<file path="src/rtl/bus_port_fifo_pkg.sv">
// Shared constants for the bus port FIFO: default geometry, drop counter width
// and bit positions inside err_flags.
package bus_pkg;
   localparam int DEF_WIDTH  = 16;
   localparam int DEF_DEPTH  = 8;
   localparam int DROP_CNT_W = 8;

   localparam int ERR_TX_OVF = 0;
   localparam int ERR_TX_UDF = 1;
   localparam int ERR_RX_OVF = 2;
   localparam int ERR_RX_UDF = 3;
   localparam int ERR_W      = 4;
endpackage

</file>
<file path="src/rtl/bus_port_fifo_if.sv">
// Device-side and arbiter-side signals of one bus port. The FIFO is the slave;
// the device plus the bus arbiter together form the master.
interface bus_port_fifo_if
   import bus_pkg::*;
#(
   parameter int WIDTH = DEF_WIDTH
);
   logic                  dev_wr;
   logic [WIDTH-1:0]      dev_wdata;
   logic                  tx_full;
   logic                  pndng;
   logic [WIDTH-1:0]      D_pop;
   logic                  pop;
   logic                  push;
   logic [WIDTH-1:0]      D_push;
   logic                  rx_valid;
   logic [WIDTH-1:0]      dev_rdata;
   logic                  dev_rd;
   logic                  rx_full;
   logic [ERR_W-1:0]      err_flags;
   logic [DROP_CNT_W-1:0] rx_drop_cnt;

   // Strobes (dev_wr, pop, push, dev_rd) are single-cycle requests sampled at
   // the rising edge; pndng/rx_valid qualify the show-ahead heads D_pop/dev_rdata.
   modport slave (
      input  dev_wr, dev_wdata, pop, push, D_push, dev_rd,
      output tx_full, pndng, D_pop, rx_valid, dev_rdata, rx_full,
             err_flags, rx_drop_cnt
   );

   modport master (
      output dev_wr, dev_wdata, pop, push, D_push, dev_rd,
      input  tx_full, pndng, D_pop, rx_valid, dev_rdata, rx_full,
             err_flags, rx_drop_cnt
   );
endinterface

</file>
<file path="src/rtl/bus_sync_fifo.sv">
// Show-ahead synchronous FIFO with full/empty status and single-cycle
// overflow/underflow pulses for illegal write/read attempts.
module bus_sync_fifo #(
   parameter int W = 16,
   parameter int D = 8
) (
   input  logic         clk,
   input  logic         reset,
   input  logic         i_wr,
   input  logic [W-1:0] i_wdata,
   input  logic         i_rd,
   output logic [W-1:0] o_rdata,
   output logic         o_not_empty,
   output logic         o_full,
   output logic         o_ovf,
   output logic         o_udf
);
   localparam int PTR_W = $clog2(D);
   localparam int CNT_W = PTR_W + 1;

   logic [W-1:0]     r_mem [D];
   logic [PTR_W-1:0] r_wr_ptr;
   logic [PTR_W-1:0] r_rd_ptr;
   logic [CNT_W-1:0] r_count;

   logic w_empty;
   logic w_full;
   logic w_do_rd;
   logic w_do_wr;

   assign w_empty = (r_count == '0);
   assign w_full  = (r_count == CNT_W'(D));
   assign w_do_rd = i_rd && !w_empty;
   // A full queue still takes a write when the head leaves in the same cycle.
   assign w_do_wr = i_wr && (!w_full || w_do_rd);

   assign o_ovf       = i_wr && w_full && !i_rd;
   assign o_udf       = i_rd && w_empty;
   assign o_full      = w_full;
   assign o_not_empty = !w_empty;
   assign o_rdata     = w_empty ? '0 : r_mem[r_rd_ptr];

   always_ff @(posedge clk) begin
      if (!reset) begin
         r_wr_ptr <= '0;
         r_rd_ptr <= '0;
         r_count  <= '0;
      end else begin
         if (w_do_wr) r_wr_ptr <= r_wr_ptr + PTR_W'(1);
         if (w_do_rd) r_rd_ptr <= r_rd_ptr + PTR_W'(1);
         case ({w_do_wr, w_do_rd})
            2'b10:   r_count <= r_count + CNT_W'(1);
            2'b01:   r_count <= r_count - CNT_W'(1);
            default: r_count <= r_count;
         endcase
      end
   end

   always_ff @(posedge clk) begin
      if (reset && w_do_wr) r_mem[r_wr_ptr] <= i_wdata;
   end
endmodule

</file>
<file path="src/rtl/bus_port_fifo.sv">
// Bus port: a TX queue from the device to the bus arbiter and an independent
// RX queue back, with sticky error flags and a saturating RX drop counter.
module bus_port_fifo
   import bus_pkg::*;
#(
   parameter int WIDTH = DEF_WIDTH,
   parameter int DEPTH = DEF_DEPTH
) (
   input  logic            clk,
   input  logic            reset,
   bus_port_fifo_if.slave  bus
);
   logic w_tx_ovf;
   logic w_tx_udf;
   logic w_rx_ovf;
   logic w_rx_udf;

   logic [ERR_W-1:0]      r_err_flags;
   logic [DROP_CNT_W-1:0] r_drop_cnt;
   logic [ERR_W-1:0]      w_err_set;

   bus_sync_fifo #(.W(WIDTH), .D(DEPTH)) u_tx_fifo (
      .clk         (clk),
      .reset       (reset),
      .i_wr        (bus.dev_wr),
      .i_wdata     (bus.dev_wdata),
      .i_rd        (bus.pop),
      .o_rdata     (bus.D_pop),
      .o_not_empty (bus.pndng),
      .o_full      (bus.tx_full),
      .o_ovf       (w_tx_ovf),
      .o_udf       (w_tx_udf)
   );

   bus_sync_fifo #(.W(WIDTH), .D(DEPTH)) u_rx_fifo (
      .clk         (clk),
      .reset       (reset),
      .i_wr        (bus.push),
      .i_wdata     (bus.D_push),
      .i_rd        (bus.dev_rd),
      .o_rdata     (bus.dev_rdata),
      .o_not_empty (bus.rx_valid),
      .o_full      (bus.rx_full),
      .o_ovf       (w_rx_ovf),
      .o_udf       (w_rx_udf)
   );

   always_comb begin
      w_err_set             = '0;
      w_err_set[ERR_TX_OVF] = w_tx_ovf;
      w_err_set[ERR_TX_UDF] = w_tx_udf;
      w_err_set[ERR_RX_OVF] = w_rx_ovf;
      w_err_set[ERR_RX_UDF] = w_rx_udf;
   end

   always_ff @(posedge clk) begin
      if (!reset) begin
         r_err_flags <= '0;
         r_drop_cnt  <= '0;
      end else begin
         r_err_flags <= r_err_flags | w_err_set;
         if (w_rx_ovf && (r_drop_cnt != '1)) r_drop_cnt <= r_drop_cnt + DROP_CNT_W'(1);
      end
   end

   assign bus.err_flags   = r_err_flags;
   assign bus.rx_drop_cnt = r_drop_cnt;
endmodule

</file>
<file path="src/flat_wrapper.sv">
// flat-port wrapper written by rule: the top's interface ports become plain ports
module bus_port_fifo_flat import bus_pkg::*;
#(
   parameter int WIDTH = DEF_WIDTH,
   parameter int DEPTH = DEF_DEPTH
)
  (clk, reset, bus_dev_wr, bus_dev_wdata, bus_pop, bus_push, bus_D_push, bus_dev_rd, bus_tx_full, bus_pndng, bus_D_pop, bus_rx_valid, bus_dev_rdata, bus_rx_full, bus_err_flags, bus_rx_drop_cnt);
  bus_port_fifo_if #(.WIDTH(WIDTH)) bus_i ();
  input  logic clk;
  input  logic reset;
  input wire logic [$bits(bus_i.dev_wr)-1:0] bus_dev_wr;
  input wire logic [$bits(bus_i.dev_wdata)-1:0] bus_dev_wdata;
  input wire logic [$bits(bus_i.pop)-1:0] bus_pop;
  input wire logic [$bits(bus_i.push)-1:0] bus_push;
  input wire logic [$bits(bus_i.D_push)-1:0] bus_D_push;
  input wire logic [$bits(bus_i.dev_rd)-1:0] bus_dev_rd;
  output wire logic [$bits(bus_i.tx_full)-1:0] bus_tx_full;
  output wire logic [$bits(bus_i.pndng)-1:0] bus_pndng;
  output wire logic [$bits(bus_i.D_pop)-1:0] bus_D_pop;
  output wire logic [$bits(bus_i.rx_valid)-1:0] bus_rx_valid;
  output wire logic [$bits(bus_i.dev_rdata)-1:0] bus_dev_rdata;
  output wire logic [$bits(bus_i.rx_full)-1:0] bus_rx_full;
  output wire logic [$bits(bus_i.err_flags)-1:0] bus_err_flags;
  output wire logic [$bits(bus_i.rx_drop_cnt)-1:0] bus_rx_drop_cnt;
  assign bus_i.dev_wr = bus_dev_wr;
  assign bus_i.dev_wdata = bus_dev_wdata;
  assign bus_i.pop = bus_pop;
  assign bus_i.push = bus_push;
  assign bus_i.D_push = bus_D_push;
  assign bus_i.dev_rd = bus_dev_rd;
  assign bus_tx_full = bus_i.tx_full;
  assign bus_pndng = bus_i.pndng;
  assign bus_D_pop = bus_i.D_pop;
  assign bus_rx_valid = bus_i.rx_valid;
  assign bus_dev_rdata = bus_i.dev_rdata;
  assign bus_rx_full = bus_i.rx_full;
  assign bus_err_flags = bus_i.err_flags;
  assign bus_rx_drop_cnt = bus_i.rx_drop_cnt;
  bus_port_fifo #(.WIDTH(WIDTH), .DEPTH(DEPTH)) u_core (.clk(clk), .reset(reset), .bus(bus_i));
endmodule
</file>
<file path="config.mk">
export PLATFORM = sky130hd
export DESIGN_NAME = bus_port_fifo_flat
export DESIGN_NICKNAME = d
export VERILOG_FILES = /design/src/rtl/bus_port_fifo_pkg.sv /design/src/rtl/bus_port_fifo_if.sv /design/src/rtl/bus_sync_fifo.sv /design/src/rtl/bus_port_fifo.sv /design/src/flat_wrapper.sv
export SDC_FILE = /design/constraint.sdc
export NUM_CORES = 1
export LEC_CHECK = 0
export CELL_PAD_IN_SITES_DETAIL_PLACEMENT = 1
export CELL_PAD_IN_SITES_GLOBAL_PLACEMENT = 2
export CORE_MARGIN = 2
export CORE_UTILIZATION = 44
export CTS_CLUSTER_DIAMETER = 80
export DETAILED_ROUTE_END_ITERATION = 10
export GPL_TIMING_DRIVEN = 0
export PLACE_DENSITY_LB_ADDON = 0.2
export SLEW_MARGIN = 10
export SYNTH_ARGS = -nofsm -noshare
export SYNTH_HDL_FRONTEND = slang
export SYNTH_SLANG_ARGS = --single-unit
</file>
<file path="constraint.sdc">
create_clock -name clk -period 3.65 [get_ports clk]
set_clock_uncertainty 0.1 [all_clocks]
set_input_delay 0.365 -clock clk [delete_from_list [all_inputs] [get_ports clk]]
set_output_delay 0.365 -clock clk [all_outputs]
set_load 0.005 [all_outputs]
</file>
==> run summary <==
ranking of synthesized cells by area: edfxtp_1, mux4_2, dfxtp_1
CTS root buf: clkbuf_16
Seq/Total Area, Yosys: 73.14%
Lkg Pwr: 4.606 nW
Synth Area in Compound Gates: 1.831%
worst vdd ir: 350.0 µV
WL/cell: 23.00 µm
crit path time final: 3507 ps
max-cap violations: 0
CTS tree: yes
Finished Core Util: 54.94%
CP Class: flip-flop to primary output
leading area contributor after synthesis: edfxtp_1
# DRC: 0
post-synthesis xor/xnor area fraction: 1.137%
number of routed nets with antenna violations: 0
Clock Pin Slew Worst Setup and Hold Paths: 60 ps
Rel. slew slack: 36.67%
CTS buffer count: 31
Total Nets Final: 809
register bit total from synthesis: 294
port bufs: 83
Fin. Hold Viols: 0
Worst Hold Depth: 3
area occupied by multi-input gates: 3024 µm²
Seq. cell area: 8448 µm²
Die H: 166.0 µm
Avg Vias per Cell: 5.430
hold slack: 160.3 ps
Yosys cell types: 47
Num Clock Sinks: 294
die area: 27560 µm²
num ports: 86
hold_sp: bus_pop
Synth Flop Type: edfxtp_1
initial antenna violation count: 1
Setup crit end kind: primary output
ys async rst share: 0%
DR iter-0 viols: 376
Cells after Synth: 615
RSZ-0062 raised after global routing: false
Core ar.: 25910 µm²
first-pass GRT wire length: 39.88 mm
Initial Util: 44.58%
vias in the first global route: 6665
share of post-route cells with drive strength above 1: 23.12%
mux cell area share after synthesis: 16.03%
power per cell area: 655.2 nW/µm²
most common cell in the netlist: edfxtp_1
Final GP Congestion: 0.7604
FP Rows: 59
Post-DP Area: 13170 µm²
outcome: finished clean
all-layer global routing usage: 18.93%
Place WS: 267.9 ps
r2r startpoint: u_core.u_tx_fifo.r_count[2]$_SDFFE_PN0P_
combinational family with the most area after synthesis: multiplexers
r2r setup slk: 480 ps
Post-synth EDFFs: 256
drt first pass iters: 4
worst skew pair latency: 540 ps
Post-Synth Simple-Gate Area: 5.253%
Worst EP required: 3180 ps
Die X: 166.0 µm
worst hold path type: input pin to flip-flop
area share of fa/ha/maj cells after synthesis: 1.192%
Layout area overhead: 23.23%
r2r worst-path depth: 10
Fillers: 2314
grt total ovfl: 0
R2R Path End: u_core.u_tx_fifo.r_count[2]$_SDFFE_PN0P_
CP max FO: 10
DP HPWL: 17.53 mm
total power: 9.326 mW
vias post-DR: 6076
Post-synth top cells: edfxtp_1, mux4_2, nor2_1, mux2i_1, dfxtp_1
CTS Buffer Depth: 3
post-route cell area: 14230 µm²
Worst Hold End: u_core.bus.err_flags[1]$_SDFF_PN0_
# H-tree levels: 1
Synthesized Nets: 664
final number of setup-violating endpoints: 0
largest net degree at the start of global routing: 16
Final Max Slew Viols: 0
Max Fclk: 0.2851 GHz
Synth warnings: 0
final worst slack: 142.7 ps
Synth top area share: 66.55%
Tcrit/Tclk final: 96.09%
syn_area_per_cell: 18.78 µm²
Worst Tran Pin Value: 942.1 ps
Post-Route WL: 25.74 mm
CP startpoint kind: flip-flop
post-synthesis cell area: 11550 µm²
critical path arrival: 3040 ps
[power breakdown]
part | switching (mW) | internal (mW)
Combinational | 1.07 | 1.17
Clock | 1.29 | 1.92
Sequential | 0.0960 | 3.79
Total | 2.45 | 6.87
[logic make-up (layout without fill, tap and decap cells)]
kind of cell,after synthesis,after routing
DFF,294,294
and+or+nand+nor,120,120
muxes,105,105
buffers and inverters,38,206
AOI/OAI and AO/OA,32,32
xor gates and xnor gates,15,15
adders and majority gates,11,11
other,0,1
[cells in the final DEF, fill, tap and decap left out, types with 4 or more instances in the layout]
cell,netlist,final
buf_6,1,14
nor2_1,60,57
buf_2,7,6
clkbuf_16,0,31
o21ai_0,8,8
mux4_2,64,64
dfxtp_1,38,38
ha_1,11,11
buf_1,4,4
a21oi_1,11,11
nand3_1,10,10
clkinv_2,0,7
clkdlybuf4s50_1,0,83
clkbuf_1,20,21
nand2b_1,4,4
mux2i_1,41,41
edfxtp_1,256,256
o211ai_1,5,5
nand2_1,8,8
xor2_1,13,13
bufinv_16,0,5
nor3_2,0,10
clkinv_4,1,4
buf_4,0,14
[worst max-delay path by stage]
stage / endpoint / slack (ps) / startpoint / cells past startpoint
2_1_floorplan: u_core.u_tx_fifo.r_mem[2][0]$_DFFE_PP_ / 580 / u_core.u_tx_fifo.r_count[0]$_SDFFE_PN0P_ / 4
3_3_place_gp: u_core.u_tx_fifo.r_mem[2][5]$_DFFE_PP_ / -1310 / bus_dev_wr / 3
3_5_place_dp: u_core.u_rx_fifo.r_count[3]$_SDFFE_PN0P_ / 270 / u_core.u_rx_fifo.r_count[1]$_SDFFE_PN0P_ / 11
4_1_cts: bus_dev_rdata[14] / 70 / flip-flop / 5
5_1_grt: bus_D_pop[6] / 30 / flip-flop / 5
6_report: bus_D_pop[6] / 140 / flip-flop / 5
[per-stage QoR]
step / std cells / setup TNS (ps)
2_1_floorplan: 615 / 0
4_1_cts: 1118 / 0
3_3_place_gp: 1033 / -143250
3_5_place_dp: 1062 / 0
5_1_grt: 1119 / 0
6_report: 1119 / 0
[flip-flops by register name (all words and copies together) (netlist names), named ones only]
signal	cells
u_core.u_rx_fifo.r_wr_ptr	3
u_core.u_rx_fifo.r_mem	128
u_core.bus.rx_drop_cnt	8
u_core.u_rx_fifo.r_count	4
u_core.u_tx_fifo.r_rd_ptr	3
u_core.u_tx_fifo.r_mem	128
u_core.bus.err_flags	4
u_core.u_rx_fifo.r_rd_ptr	3
u_core.u_tx_fifo.r_count	4
u_core.u_tx_fifo.r_wr_ptr	3
[worst max-delay path: stages (launching register included)]
cell,delay (ps)
dfxtp_1,310
buf_1,450
clkbuf_1,740
mux2i_1,180
nor2_1,250
clkdlybuf4s50_1,560
[layout make-up]
| class | count | share of cell area (%) |
|---|---|---|
| Inverter | 6 | 0.1934 |
| Buffer | 32 | 0.9844 |
| Timing Repair Buffer | 112 | 7.902 |
| Multi-Input combinational cell | 283 | 21.24 |
| Antenna cell | 1 | 0.01758 |
| Sequential cell | 294 | 59.35 |
| Clock buffer | 33 | 5.502 |
| Tap cell | 335 | 2.945 |
| Clock inverter | 23 | 1.863 |
[what timing repair did]
action	4_1_cts	5_1_grt
endpoints found under the setup margin	2	2
hold endpoints to repair	0	0
gates resized for setup	1	4
buffers inserted	0	0
hold buffers	0	0
[layer usage]
| layer | up-vias | global-route usage (%) | routed length [µm] |
|---|---|---|---|
| met3 | 38 | 2.931 | 1188 |
| met4 | 0 | 5.217 | 497 |
| met5 | - | 0 | 0 |
| met1 | 3137 | 26.40 | 11460 |
| li1 | 2752 | - | - |
| met2 | 149 | 31.35 | 12590 |
No activity file was read; power rests on OpenSTA's default activity.
